**src/rtl/triangle_scheduler.sv**
```systemverilog
// Frame sequencer: fetches each triangle from mesh BRAM, runs it through the projector and
// forwards accepted results to the rasterizer. Optional watchdog: TRI_SCHED_WATCHDOG_EN.
module triangle_scheduler #(
  parameter int COORD_WIDTH = 32,
  parameter int ADDR_WIDTH  = 12,
  parameter int MEM_LATENCY = 2,
  parameter int WDOG_CYCLES = 1024
) (
  input  logic                     clk_in,
  input  logic                     rst_in,
  input  logic                     frame_start,
  input  logic [ADDR_WIDTH-1:0]    tri_count,
  output logic [ADDR_WIDTH-1:0]    mem_addr,
  input  logic [9*COORD_WIDTH-1:0] mem_data,
  output logic                     proj_start,
  output logic [9*COORD_WIDTH-1:0] proj_verts,
  input  logic                     proj_busy,
  input  logic                     proj_done,
  input  logic                     proj_valid,
  input  logic [1:0]               proj_status,
  input  logic [9*COORD_WIDTH-1:0] proj_result,
  output logic [9*COORD_WIDTH-1:0] out_verts,
  output logic                     out_valid,
  input  logic                     out_ready,
  output logic                     frame_busy,
  output logic                     frame_done,
  output logic [ADDR_WIDTH-1:0]    emitted_count,
  output logic [ADDR_WIDTH-1:0]    culled_count
`ifdef TRI_SCHED_WATCHDOG_EN
  ,
  output logic                     wdog_flag
`endif
);

`ifdef TRI_SCHED_WATCHDOG_EN
  localparam bit WDOG_ON = 1'b1;
`else
  localparam bit WDOG_ON = 1'b0;
`endif

  typedef enum logic [2:0] {
    S_IDLE, S_FETCH, S_LAUNCH, S_WAIT, S_EMIT, S_NEXT, S_FINISH
  } state_t;

  state_t                state, state_next;
  logic [ADDR_WIDTH-1:0] idx;
  logic [ADDR_WIDTH-1:0] tri_total;
  logic [31:0]           wait_cnt;
  logic                  fetch_hit, launch_ok, done_seen, accept, timeout, last_tri;

  assign mem_addr  = idx;
  assign last_tri  = (idx == tri_total - ADDR_WIDTH'(1));
  assign fetch_hit = (state == S_FETCH) && (wait_cnt == 32'(MEM_LATENCY));
  assign launch_ok = (state == S_LAUNCH) && !proj_busy && !proj_done;
  // The launch cycle and the one after it may still show the previous triangle's done.
  assign done_seen = (state == S_WAIT) && proj_done && (wait_cnt >= 32'd2);
  assign accept    = done_seen && proj_valid && (proj_status == 2'd0);
  assign timeout   = WDOG_ON && (state == S_WAIT) && !done_seen &&
                     (wait_cnt >= 32'(WDOG_CYCLES - 1));

  always_ff @(posedge clk_in) begin
    if (rst_in) state <= S_IDLE;
    else        state <= state_next;
  end

  always_comb begin
    state_next = state;
    case (state)
      S_IDLE:   if (frame_start) state_next = (tri_count == '0) ? S_FINISH : S_FETCH;
      S_FETCH:  if (fetch_hit) state_next = S_LAUNCH;
      S_LAUNCH: if (launch_ok) state_next = S_WAIT;
      S_WAIT: begin
        if (accept)                    state_next = S_EMIT;
        else if (done_seen || timeout) state_next = S_NEXT;
      end
      S_EMIT:   if (out_valid && out_ready) state_next = S_NEXT;
      S_NEXT:   state_next = last_tri ? S_FINISH : S_FETCH;
      S_FINISH: state_next = S_IDLE;
      default:  state_next = S_IDLE;
    endcase
  end

  always_ff @(posedge clk_in) begin
    if (rst_in) begin
      idx           <= '0;
      tri_total     <= '0;
      wait_cnt      <= '0;
      proj_start    <= 1'b0;
      proj_verts    <= '0;
      out_verts     <= '0;
      out_valid     <= 1'b0;
      frame_busy    <= 1'b0;
      frame_done    <= 1'b0;
      emitted_count <= '0;
      culled_count  <= '0;
`ifdef TRI_SCHED_WATCHDOG_EN
      wdog_flag     <= 1'b0;
`endif
    end else begin
      proj_start <= 1'b0;
      frame_done <= 1'b0;
      // Per-state cycle counter, restarted on every state change and saturating.
      if (state_next != state)  wait_cnt <= '0;
      else if (wait_cnt != '1)  wait_cnt <= wait_cnt + 32'd1;
      case (state)
        S_IDLE: begin
          if (frame_start) begin
            tri_total     <= tri_count;
            idx           <= '0;
            emitted_count <= '0;
            culled_count  <= '0;
            frame_busy    <= 1'b1;
`ifdef TRI_SCHED_WATCHDOG_EN
            wdog_flag     <= 1'b0;
`endif
          end
        end
        S_FETCH:  if (fetch_hit) proj_verts <= mem_data;
        S_LAUNCH: if (launch_ok) proj_start <= 1'b1;
        S_WAIT: begin
          if (accept) begin
            out_verts <= proj_result;
            out_valid <= 1'b1;
          end else if (done_seen || timeout) begin
            culled_count <= culled_count + ADDR_WIDTH'(1);
`ifdef TRI_SCHED_WATCHDOG_EN
            if (timeout) wdog_flag <= 1'b1;
`endif
          end
        end
        S_EMIT: begin
          if (out_valid && out_ready) begin
            out_valid     <= 1'b0;
            emitted_count <= emitted_count + ADDR_WIDTH'(1);
          end
        end
        S_NEXT:   if (!last_tri) idx <= idx + ADDR_WIDTH'(1);
        S_FINISH: begin
          frame_done <= 1'b1;
          frame_busy <= 1'b0;
          idx        <= '0;
        end
        default: ;
      endcase
    end
  end

endmodule

```
**config.mk**
```make
export PLATFORM = sky130hd
export DESIGN_NAME = triangle_scheduler
export DESIGN_NICKNAME = d
export VERILOG_FILES = /design/src/rtl/triangle_scheduler.sv
export SDC_FILE = /design/constraint.sdc
export NUM_CORES = 1
export LEC_CHECK = 0
export CAP_MARGIN = 15
export CORE_AREA = 2 2 470 472
export CTS_CLUSTER_SIZE = 16
export DETAILED_ROUTE_END_ITERATION = 12
export DIE_AREA = 0 0 472 474
export GPL_TIMING_DRIVEN = 0
export HOLD_SLACK_MARGIN = 0.08
export PLACE_DENSITY = 0.4
export SLEW_MARGIN = 20
export SYNTH_ARGS = -nofsm -noshare
export SYNTH_HDL_FRONTEND = slang
export SYNTH_SLANG_ARGS = --single-unit
```
**constraint.sdc**
```tcl
create_clock -name clk_in -period 4.69 [get_ports clk_in]
set_clock_uncertainty 0.2 [all_clocks]
set_input_delay 0.938 -clock clk_in [delete_from_list [all_inputs] [get_ports clk_in]]
set_output_delay 0.938 -clock clk_in [all_outputs]
set_load 0.01 [all_outputs]
```
# Yosys cells after proc, flatten, opt, wreduce, memory -nomap -nowiden
# Cells that the tools add are included.
# W data, S select, Z words.
# totals
regBits	663
in_bits	597
# op_classes
add_sub_neg	5
order_cmp	1
eq_ne	16
muxes	24
bitwise	1
reduce_logical	28
# ops
op	count
$mux W12	5
$pmux W12 S2	2
$add A12 B1 Y12 const B	3
$pmux W12 S3	1
$add A32 B1 Y32 const B	1
$eq A32 B2 Y1 const B	1
$ge A32 B2 Y1 const B	1
$ne A32 B32 Y1 const B	1
$mux W3	8
$pmux W3 S6	1
$eq A12 B12 Y1	1
$logic_not A12 Y1	1
$ne A2 B2 Y1 const B	6
$sub A12 B1 Y12 const B	1
$eq A3 B3 Y1 const B	3
$reduce_and A3 Y1	3
$logic_and A1 B1 Y1	8
$reduce_and A2 Y1	4
$reduce_bool A2 Y1	4
$eq A3 B2 Y1 const B	2
$mux W1	5
$pmux W1 S2	2
$reduce_and A4 Y1	1
$reduce_or A2 Y1	2
7 further kinds	8

# Depth between registers and ports, before layout
# Gate-level depths: netlist of run 1.
# depth
word_depth	9
ltp_mapped	12
mapped_depth_nobuf	10

# Worst setup path after synthesis of run 1
# No wires, ideal clock.
# synth_path
path_kind	register -> register
from	register tri_total[0]
to	register idx[9] (netlist: mem_addr[9])
setup_ns	0.115
arrival_time_ns	2.584
t_required_ns	4.375
path_slack_ns	1.792
path_stages_with_launch	13
n_path_buf	2
period_less_slack_ns	2.898
cell_sequence	dfxtp_1 inv_1 ha_1 or4b_1 buf_2 xnor2_1 or4b_1 nand4_2 nand4b_4 a21oi_4 buf_6 nor3_1 o21ba_1
# synth_via
elab_chain_len	4
# synth_lines
element	line	source
start: declaration	47	logic [ADDR_WIDTH-1:0] tri_total;
start signal: assignment	108	tri_total <= tri_count;
$sub A12 B1 Y12	52	assign last_tri = (idx == tri_total - ADDR_WIDTH'(1));
$eq A12 B12 Y1	52	
$ne A2 B2 Y1 (no line)	n/a	
$reduce_and A3 Y1 (no line)	n/a	
end signal: assignment	137	S_NEXT: if (!last_tri) idx <= idx + ADDR_WIDTH'(1);
end: declaration	46	logic [ADDR_WIDTH-1:0] idx;
# No other way between the ends.
# A chain may end at the register's enable or synchronous reset.

# Final worst setup path of run 1
# layout_path
from	register wait_cnt[26]
to	register proj_verts[131]
# layout_via
elab_chain_len	3
# layout_lines
element	line	source
start: declaration	48	logic [31:0] wait_cnt;
start signal: assignment	104	else if (wait_cnt != '1) wait_cnt <= wait_cnt + 32'd1;
$eq A32 B2 Y1	53	assign fetch_hit = (state == S_FETCH) && (wait_cnt == 32'(MEM_LATENCY));
$logic_and A1 B1 Y1	53	
$reduce_and A2 Y1 (no line)	n/a	
end signal: assignment	118	S_FETCH: if (fetch_hit) proj_verts <= mem_data;
end: declaration	16	output logic [9*COORD_WIDTH-1:0] proj_verts,
# No other way between the ends.

==> summary.txt, run 1 <==
Longest Clk Path Bufs: 3
nets: 4947
Placer Congestion: 0.893
# fillers: 24600
post-placement cell count: 7127
iteration-0 DRC count of the detailed router: 1369
synthesized instance count: 3042
vias in the first global route: 26700
Max VDD drop: 238 uV
gr ovfl total: 0
CP max FO: 10
Area after DPL: 39700 um2
clk_lat worst skew: 0.72 ns
H-tree depth: 3
total CTS buffers: 86
Root Buffer: clkbuf_16
pwr dens: 321 nW/um2
layout cells sized above 1: 0.0420
Multi-input gate area: 9750 um2
num rows: 172
post-layout util: 0.195
DRC: 0
Post-Route WL: 193000 um
Cell variety after synth: 48
Most used DFF post-synth: dfxtp_1
synthesized area: 23900 um2
sequential area share after synthesis: 0.555
Syn Nets: 3645
fin crit period: 4.01 ns
Die W: 472 um
actual slew at the worst max-slew pin: 1.17 ns
met3 Resource Use GR: 0.0822
wire per inst: 26.4 um
FF+latch count, synth: 663
final instance area: 42600 um2
Tot GR Track Use: 0.166
drt first pass iters: 5
port bufs: 1211
fin crit share: 0.856
die area: 224000 um2
Syn Area/Cell: 7.86 um2
static leakage: 13.5 nW
outcome: finished, final reports clean
most frequent cells in the layout: clkdlybuf4s50_1, nand2_1, dfxtp_1
Chip Height: 474 um
CP Class: reg -> reg
Initial Util: 0.109
vias per cell: 3.68
Hold WS: 0.250 ns
GR Util met2: 0.288
total design power: 13.7 mW
I/O pins: 1213
fmax: 249 MHz
first-pass GRT wire length: 248000 um
Startpoint Class: flop
crit path DAT: 4.45 ns
Min-Delay Path Class: reg -> reg
Final Max Slew Viols: 0
hpwl dp: 166000 um
post-CTS resize count: 0
largest net degree at the start of global routing: 13
Post-synth ARST share: 0
Vias: 26900
RSZ-0062 raised after global routing: no
relative slew slack: 0.213
setup violators final: 0
synthesis-to-layout area growth: 78.2%
floorplan core area: 219000 um2
Sequential cell area: 13300 um2
commonest non-fill, non-tap cell in the layout: clkdlybuf4s50_1
setup bufs post-CTS: 0
CTS tree: done
most used routing layer: met2
Max-cap violations: 0
met1 Use GR: 0.175
final hold viol count: 0
CTS hold repair buffers: 0
ANT nets after route: 0
CTS Sinks: 663
Ys Warns: 0
Crit path required time: 5.13 ns
EDFF count, synth: 0
post-route non-filler standard cell count: 7311
Worst setup EP type: flop
antenna violations before repair: 110
CTS clk-pin slew, worst paths: 0.06 ns
## cell usage after synthesis, types with 7 or more instances
cell type | n | area, um2
a21oi_1 | 610 | 3050
and3_1 | 15 | 93.8
buf_2 | 28 | 140
clkbuf_1 | 178 | 668
dfxtp_1 | 663 | 13300
inv_1 | 12 | 45.0
nand2_1 | 1209 | 4540
nand3_1 | 23 | 115
nand4_1 | 26 | 163
nor2_1 | 79 | 297
nor3_1 | 18 | 90.1
nor4_1 | 16 | 100
o21ai_0 | 9 | 45.0
o21ai_1 | 7 | 35.0
or3_1 | 16 | 100
xnor2_1 | 31 | 272
xor2_1 | 33 | 289
## stage by stage
step / setup slack (ns) / TNS (ns)
after global placement: -1.66 / -318.02
after floorplan: 1.79 / 0
final: 0.676 / 0
after detailed placement: -0.113 / -0.973
after global routing: 0.241 / 0
after CTS: 0.280 / 0
## logic make-up (layout without fill, tap and decap cells)
group,Yosys count,count (layout),synth area share
and+or+nand+nor,1436,1436,0.242
DFF,663,663,0.555
AOI/OAI and AO/OA,647,647,0.139
buffers and inverters,224,1592,0.0373
xor gates and xnor gates,64,64,0.0235
adders and majority gates,6,6,0.00314
muxes,2,2,0.000838
other,0,30,0
## registers in the layout, summed over array words and instances (netlist names), 3 cells and up
register,cells
out_verts,288
proj_verts,288
wait_cnt,32
culled_count,12
emitted_count,12
mem_addr,12
tri_total,12
state,3
## power by group
group	switching (mW)	internal [mW]	total [mW]	leakage [nW]
logic	0.541	0.608	1.15	6.75
clock network	2.88	3.90	6.78	1.38
registers	0.0485	5.68	5.73	5.34
## area by class of cell
class,instances,share of cell area
Timing Repair Buffer,1214,0.286
Antenna cell,30,0.00176
Buffer,212,0.0201
Clock inverter,33,0.00875
Tap cell,2871,0.0843
Inverter,12,0.00106
Clock buffer,121,0.0572
Sequential cell,663,0.312
Multi-Input combinational cell,2155,0.229
## worst max-delay path: stages (launching register included)
cell and delay [ns]:
dfxtp_1 0.33, nor4_1 0.34, nand4_1 0.20, nor4_1 0.36, and2_1 0.18, clkbuf_2 0.49, buf_2 0.45, buf_1 0.76
nand2_1 0.38, a21oi_1 0.20
## routing by layer
metal  vias to the layer above  part of all wire
li1                      12600                 -
met1                     12800              0.37
met2                      1138              0.49
met3                       300              0.11
met4                       100             0.031
met5                         -            0.0033
## worst paths after layout
path / from / slack, ns / endpoint / depth (start not counted)
worst max register to register: wait_cnt[26] / 0.68 / proj_verts[131] / 9
worst min-delay path: proj_verts[10] / 0.25 / proj_verts[10] / 2
worst min register to register: proj_verts[10] / 0.25 / proj_verts[10] / 2
worst max-delay path: wait_cnt[26] / 0.68 / proj_verts[131] / 9
Note: power is estimated with default switching activity, not from simulation.
==> inputs of run 2 (changes only) <==
Settings changed: MAX_ROUTING_LAYER from default to met4.
==> summary.txt, run 2 (synthesis results as in run 1) <==
outcome: finished, final reports clean
Worst setup EP type: flop
commonest non-fill, non-tap cell in the layout: clkdlybuf4s50_1
Crit path required time: 5.13 ns (about the same)
CTS clk-pin slew, worst paths: 0.06 ns (about the same)
static leakage: 13.5 nW (+0.25%)
port bufs: 1211 (unchanged)
Hold WS: 0.252 ns (+0.00205 ns)
Post-Route WL: 193000 um (+0.39%)
setup violators final: 0 (unchanged)
Comb power frac: 0.083 (about the same)
crit path DAT: 4.52 ns (+0.07 ns)
DRC: 0 (unchanged)
final instance area: 42700 um2 (+0.32%)
Post-Route Setup TNS: 0 ns (unchanged)
Root Buffer: clkbuf_16
Initial Util: 0.109 (unchanged)
Cell Int Power: 10.3 mW (+1.3%)
setup bufs post-CTS: 0 (unchanged)
iteration-0 DRC count of the detailed router: 1369 (unchanged)
Flop pwr share: 0.414 (-0.006)
Final Max Slew Viols: 0 (unchanged)
nets: 4949 (+0.040%)
post-route non-filler standard cell count: 7338 (+0.37%)
clock share of power: 0.502 (+0.006)
Net Switching: 3.50 mW (+1.0%)
ANT nets after route: 0 (unchanged)
RSZ-0062 raised after global routing: no
Area after DPL: 39700 um2 (about the same)
pre-CTS setup slack: -0.164 ns (-0.0515 ns)
actual slew at the worst max-slew pin: 1.07 ns (-0.101 ns)
post-placement cell count: 7127 (unchanged)
Min-Delay Path Class: reg -> reg
Chip Height: 474 um (unchanged)
post-CTS resize count: 0 (unchanged)
die area: 224000 um2 (unchanged)
fmax: 245 MHz (-1.7%)
Max-cap violations: 0 (unchanged)
CTS Sinks: 663 (unchanged)
wire per inst: 26.4 um (about the same)
vias per cell: 3.67 (-0.40%)
Startpoint Class: flop
hpwl dp: 166000 um (+0.44%)
CP Class: reg -> reg
clk_lat worst skew: 0.72 ns (about the same)
CP max FO: 10 (unchanged)
Die W: 472 um (unchanged)
Longest Clk Path Bufs: 3 (unchanged)
floorplan core area: 219000 um2 (unchanged)
total CTS buffers: 88 (+2.3%)
fin crit share: 0.871 (+0.0150)
Placer Congestion: 0.897 (+0.43%)
total design power: 13.8 mW (+1.2%)
Net Sw Frac: 0.253 (-0.000518)
most frequent cells in the layout: clkdlybuf4s50_1, nand2_1, dfxtp_1
gr ovfl total: 0 (unchanged)
relative slew slack: 0.281 (+0.0677)
vias in the first global route: 26600 (-0.47%)
biggest regs: out_verts: 288 flops, proj_verts: 288 flops, wait_cnt: 32 flops
drt first pass iters: 5 (unchanged)
num rows: 172 (unchanged)
Vias: 26900 (-0.033%)
post-layout util: 0.195 (+0.000624)
layout cells sized above 1: 0.0431 (+0.00111)
CTS hold repair buffers: 0 (unchanged)
fin crit period: 4.08 ns (+0.0702 ns)
I/O pins: 1213 (unchanged)
Tot GR Track Use: 0.171 (+0.00563)
pwr dens: 324 nW/um2 (+0.92%)
first-pass GRT wire length: 250000 um (+0.55%)
synthesis-to-layout area growth: 78.8%
Worst Setup Slack, final: 0.605 ns (-0.0702 ns)
antenna violations before repair: 98 (-11%)
CTS tree: done
final hold viol count: 0 (unchanged)
# fillers: 24600 (-0.27%)
Max VDD drop: 243 uV (+2.1%)
largest net degree at the start of global routing: 13 (unchanged)
H-tree depth: 3 (unchanged)
[run 2: cell types whose count changed in the layout (fill, tap and decap cells not counted), sizes merged]
cell,delta
clkbuf,-1
diode,+25
bufinv,+1
clkinvlp,+2
clkinv,-3
inv,+3
[run 2: power groups by stage]
| stage | clock, mW | combinational, mW | sequential, mW |
|---|---|---|---|
| 4_1_cts | 7.20 | 1.18 | 5.73 |
| 3_5_place_dp | 0 | 1.17 | 5.86 |
| 3_3_place_gp | 0 | 1.16 | 5.85 |
| 6_report | 6.95 | 1.15 | 5.73 |
| 2_1_floorplan | 0 | 0.266 | 5.86 |
| 5_1_grt | 7.40 | 1.23 | 5.74 |
[run 2: layout make-up]
cell class / count / area (um2) / share of cell area
Inverter: 12 / 45.0 / 0.00105
Sequential cell: 663 / 13300 / 0.311
Tap cell: 2871 / 3590 / 0.0841
Multi-Input combinational cell: 2155 / 9750 / 0.228
Buffer: 212 / 855 / 0.0200
Timing Repair Buffer: 1214 / 12200 / 0.285
Clock buffer: 120 / 2480 / 0.0581
Antenna cell: 55 / 138 / 0.00322
Clock inverter: 36 / 399 / 0.00934
[run 2: routing by layer]
layer / vias to the layer above / GRT usage / share of wire
met5: - / - / 0
met4: 0 / 0.0430 / 0.028
met3: 212 / 0.0703 / 0.10
met2: 1157 / 0.291 / 0.49
met1: 12900 / 0.184 / 0.38
li1: 12700 / - / -
[run 2: critical path, stage by stage, from the launching register on]
cell and delay, ns:
dfxtp_1 0.34, nor4_1 0.36, nand4_1 0.20, nor4_1 0.38
and2_1 0.18, clkbuf_2 0.47, buf_2 0.47, buf_1 0.79
nand2_1 0.40, a21oi_1 0.21
[run 2: final timing paths]
check / from / end / depth (start not counted) / slack [ns]
max: wait_cnt[18] / proj_verts[131] / 9 / 0.61
min: out_verts[213] / out_verts[213] / 2 / 0.25
max reg2reg: wait_cnt[18] / proj_verts[131] / 9 / 0.61
min reg2reg: out_verts[213] / out_verts[213] / 2 / 0.25
==> inputs of run 3 (changes only) <==
Settings changed: ABC_AREA from default to 1, CORE_AREA 2 2 470 472 to 2 2 467 469, DIE_AREA 0 0 472 474 to 0 0 469 471, HOLD_SLACK_MARGIN 0.08 to 0.02, PLACE_DENSITY 0.4 to 0.41, REMOVE_ABC_BUFFERS from default to 1.
==> summary.txt, run 3 <==
Chip Height: 471 um (-0.63%)
num rows: 171 (-0.58%)
CP Class: in -> reg
Adder-Cell Fraction of Synth Area: 0.00300 (-0.000145)
Compound-Gate Fraction of Synth Area: 0.188 (+0.0495)
layout cells sized above 1: 0.0579 (+0.0149)
fin crit share: 0.909 (+0.0380)
synthesized area: 25100 um2 (+4.8%)
gr ovfl total: 0 (unchanged)
RSZ-0062 raised after global routing: no
relative slew slack: 0.341 (+0.0598)
post-CTS resize count: 0 (unchanged)
Tot GR Track Use: 0.126 (-0.0450)
DRC: 0 (unchanged)
fin crit period: 4.26 ns (+0.178 ns)
vias per cell: 3.52 (-4.0%)
setup bufs post-CTS: 0 (unchanged)
largest net degree at the start of global routing: 114 (+101)
Placer Congestion: 0.816 (-9.0%)
vias in the first global route: 26100 (-1.9%)
FF+latch count, synth: 663 (unchanged)
top post-synthesis cells by area: dfxtp_1, o21ai_0, nor2_1
biggest regs: out_verts: 288 flops, proj_verts: 288 flops, wait_cnt: 32 flops
outcome: finished, final reports clean
CTS clk-pin slew, worst paths: 0.05 ns (about the same)
setup violators final: 0 (unchanged)
dominant cell by count in the synthesized netlist: nor2_1
Post-Route WL: 142000 um (-27%)
Root Buffer: clkbuf_16
XOR/XNOR share of the synthesized area: 0.0168 (-0.00668)
Die W: 469 um (-0.64%)
Worst setup EP type: flop
synthesis-to-layout area growth: 75.5%
drt first pass iters: 5 (unchanged)
hpwl dp: 113000 um (-32%)
post-placement cell count: 7173 (+0.65%)
most frequent cells in the layout: clkdlybuf4s50_1, nor2_1, dfxtp_1
Crit path required time: 5.03 ns (-0.10 ns)
antenna violations before repair: 66 (-33%)
EDFF count, synth: 0 (unchanged)
die area: 221000 um2 (-1.3%)
CTS hold repair buffers: 0 (unchanged)
total design power: 14.7 mW (+6.3%)
Cell variety after synth: 32 (-33%)
highest-delay cell along the critical path: o21ai_0
worst r2r path cells: 12 (+3)
static leakage: 15.8 nW (+17%)
H-tree depth: 3 (unchanged)
clk_lat worst skew: 0.72 ns (about the same)
CP max FO: 73 (+63)
fmax: 235 MHz (-4.2%)
Syn Area/Cell: 7.66 um2 (-2.5%)
CTS Sinks: 663 (unchanged)
cell mode on critical path: buf_16
floorplan core area: 216000 um2 (-1.2%)
Max VDD drop: 254 uV (+4.5%)
Most used DFF post-synth: dfxtp_1
area leader, netlist: dfxtp_1
iteration-0 DRC count of the detailed router: 954 (-30%)
main combinational cell family by area after synthesis: compound AO/OA/AOI/OAI gates
WP buf/inv: 6 (+3)
Hold Path Depth: 2 (unchanged)
Startpoint Class: input pin
Initial Util: 0.116 (+0.00665)
Post-Synth Simple-Gate Area: 0.169 (-0.0728)
Synth top area share: 0.530 (-0.0257)
Post-synth ARST share: 0 (unchanged)
Final Max Slew Viols: 0 (unchanged)
slowest stage delay, CP: 0.70 ns (-0.09 ns)
CTS tree: done
Longest Clk Path Bufs: 3 (unchanged)
Ys Warns: 0 (unchanged)
Hold Startpoint: out_verts[15]
RR Endpoint: out_verts[15]
total CTS buffers: 94 (+6.8%)
Max-cap violations: 0 (unchanged)
mux contribution to synthesized area: 0 (-0.000838)
crit path DAT: 4.60 ns (+0.08 ns)
actual slew at the worst max-slew pin: 0.986 ns (-0.0840 ns)
I/O pins: 1213 (unchanged)
ANT nets after route: 0 (unchanged)
CP top delay family: buffers and inverters
FF-to-FF Start: state[1]
final hold viol count: 0 (unchanged)
nets: 5018 (+1.4%)
most frequent cells after synthesis: nor2_1, dfxtp_1, o21ai_0
Min-Delay Path Class: reg -> reg
wire per inst: 19.1 um (-27%)
port bufs: 1212 (+0.083%)
commonest non-fill, non-tap cell in the layout: clkdlybuf4s50_1
internal reg-to-reg setup slack: 0.60 ns (about the same)
hold endpoint: out_verts[15]
sequential area share after synthesis: 0.530 (-0.0257)
post-route non-filler standard cell count: 7395 (+0.78%)
Vias: 26100 (-3.2%)
first-pass GRT wire length: 195000 um (-22%)
synthesized instance count: 3270 (+7.5%)
crit path cell chain: clkdlybuf4s50_1, nor3b_1, nand3_4, buf_16, buf_16, buf_16, buf_16, buf_16, o21ai_0, a21oi_1
pwr dens: 334 nW/um2 (+3.3%)
-- run 3: metal layers --
layer	GRT usage	up-vias	part of all wire
met1	0.120	12000	0.36
li1	-	12900	-
met2	0.230	937	0.52
met5	-	-	0
met3	0.0548	162	0.10
met4	0.0351	0	0.023
-- run 3: through the flow --
stage | setup slack [ns] | util | setup TNS [ns] | hold slack, ns | cell area, um2
floorplan | -7.81 | - | -3577.55 | 0.270 | 24100
global placement | -19.94 | 0.184 | - | 0.232 | 39800
detailed placement | -0.422 | 0.188 | -4.87 | 0.236 | 40600
CTS | 0.401 | 0.203 | 0 | 0.245 | 43800
finish | 0.427 | 0.203 | 0 | 0.242 | 44000
global route | 0.251 | 0.203 | 0 | 0.259 | 44000
-- run 3: cell type report --
type | count | area, um2
Fill cell | 24100 | 172000
Sequential cell | 663 | 13300
Timing Repair Buffer | 1258 | 12900
Multi-Input combinational cell | 2024 | 9460
Tap cell | 2854 | 3570
Clock buffer | 122 | 2570
Inverter | 374 | 1410
Clock inverter | 46 | 661
Antenna cell | 54 | 135
-- run 3: worst max-delay path by stage --
stage	startpoint	endpoint	slack, ns	depth (start not counted)
2_1_floorplan	proj_status[1]	wait_cnt[0]	-7.81	8
3_3_place_gp	proj_valid	out_verts[249]	-19.94	5
3_5_place_dp	proj_valid	out_verts[81]	-0.42	10
4_1_cts	proj_valid	out_verts[81]	0.40	10
5_1_grt	state[1]	out_verts[15]	0.25	12
6_report	proj_valid	out_verts[15]	0.43	10
-- run 3: logic make-up (layout without fill, tap and decap cells) --
kind of cell | Yosys count | after routing
xor gates and xnor gates | 48 | 48
AOI/OAI and AO/OA | 939 | 939
DFF | 663 | 663
and+or+nand+nor | 1031 | 1031
other | 0 | 54
adders and majority gates | 6 | 6
buffers and inverters | 583 | 1800
-- run 3: worst register-to-register path: cells and delay by family (launching register included) --
| kind | cells | cell delay (ns) |
|---|---|---|
| AO/OA/AOI/OAI | 2 | 0.82 |
| buffers and inverters | 6 | 1.48 |
| flip-flops | 1 | 0.56 |
| AND/OR/NAND/NOR | 4 | 0.87 |
-- run 3: power by group --
group / switching [mW] / internal (mW) / total [mW]
registers: 0.0577 / 5.72 / 5.78
clock network: 2.98 / 4.67 / 7.66
logic: 0.567 / 0.694 / 1.26
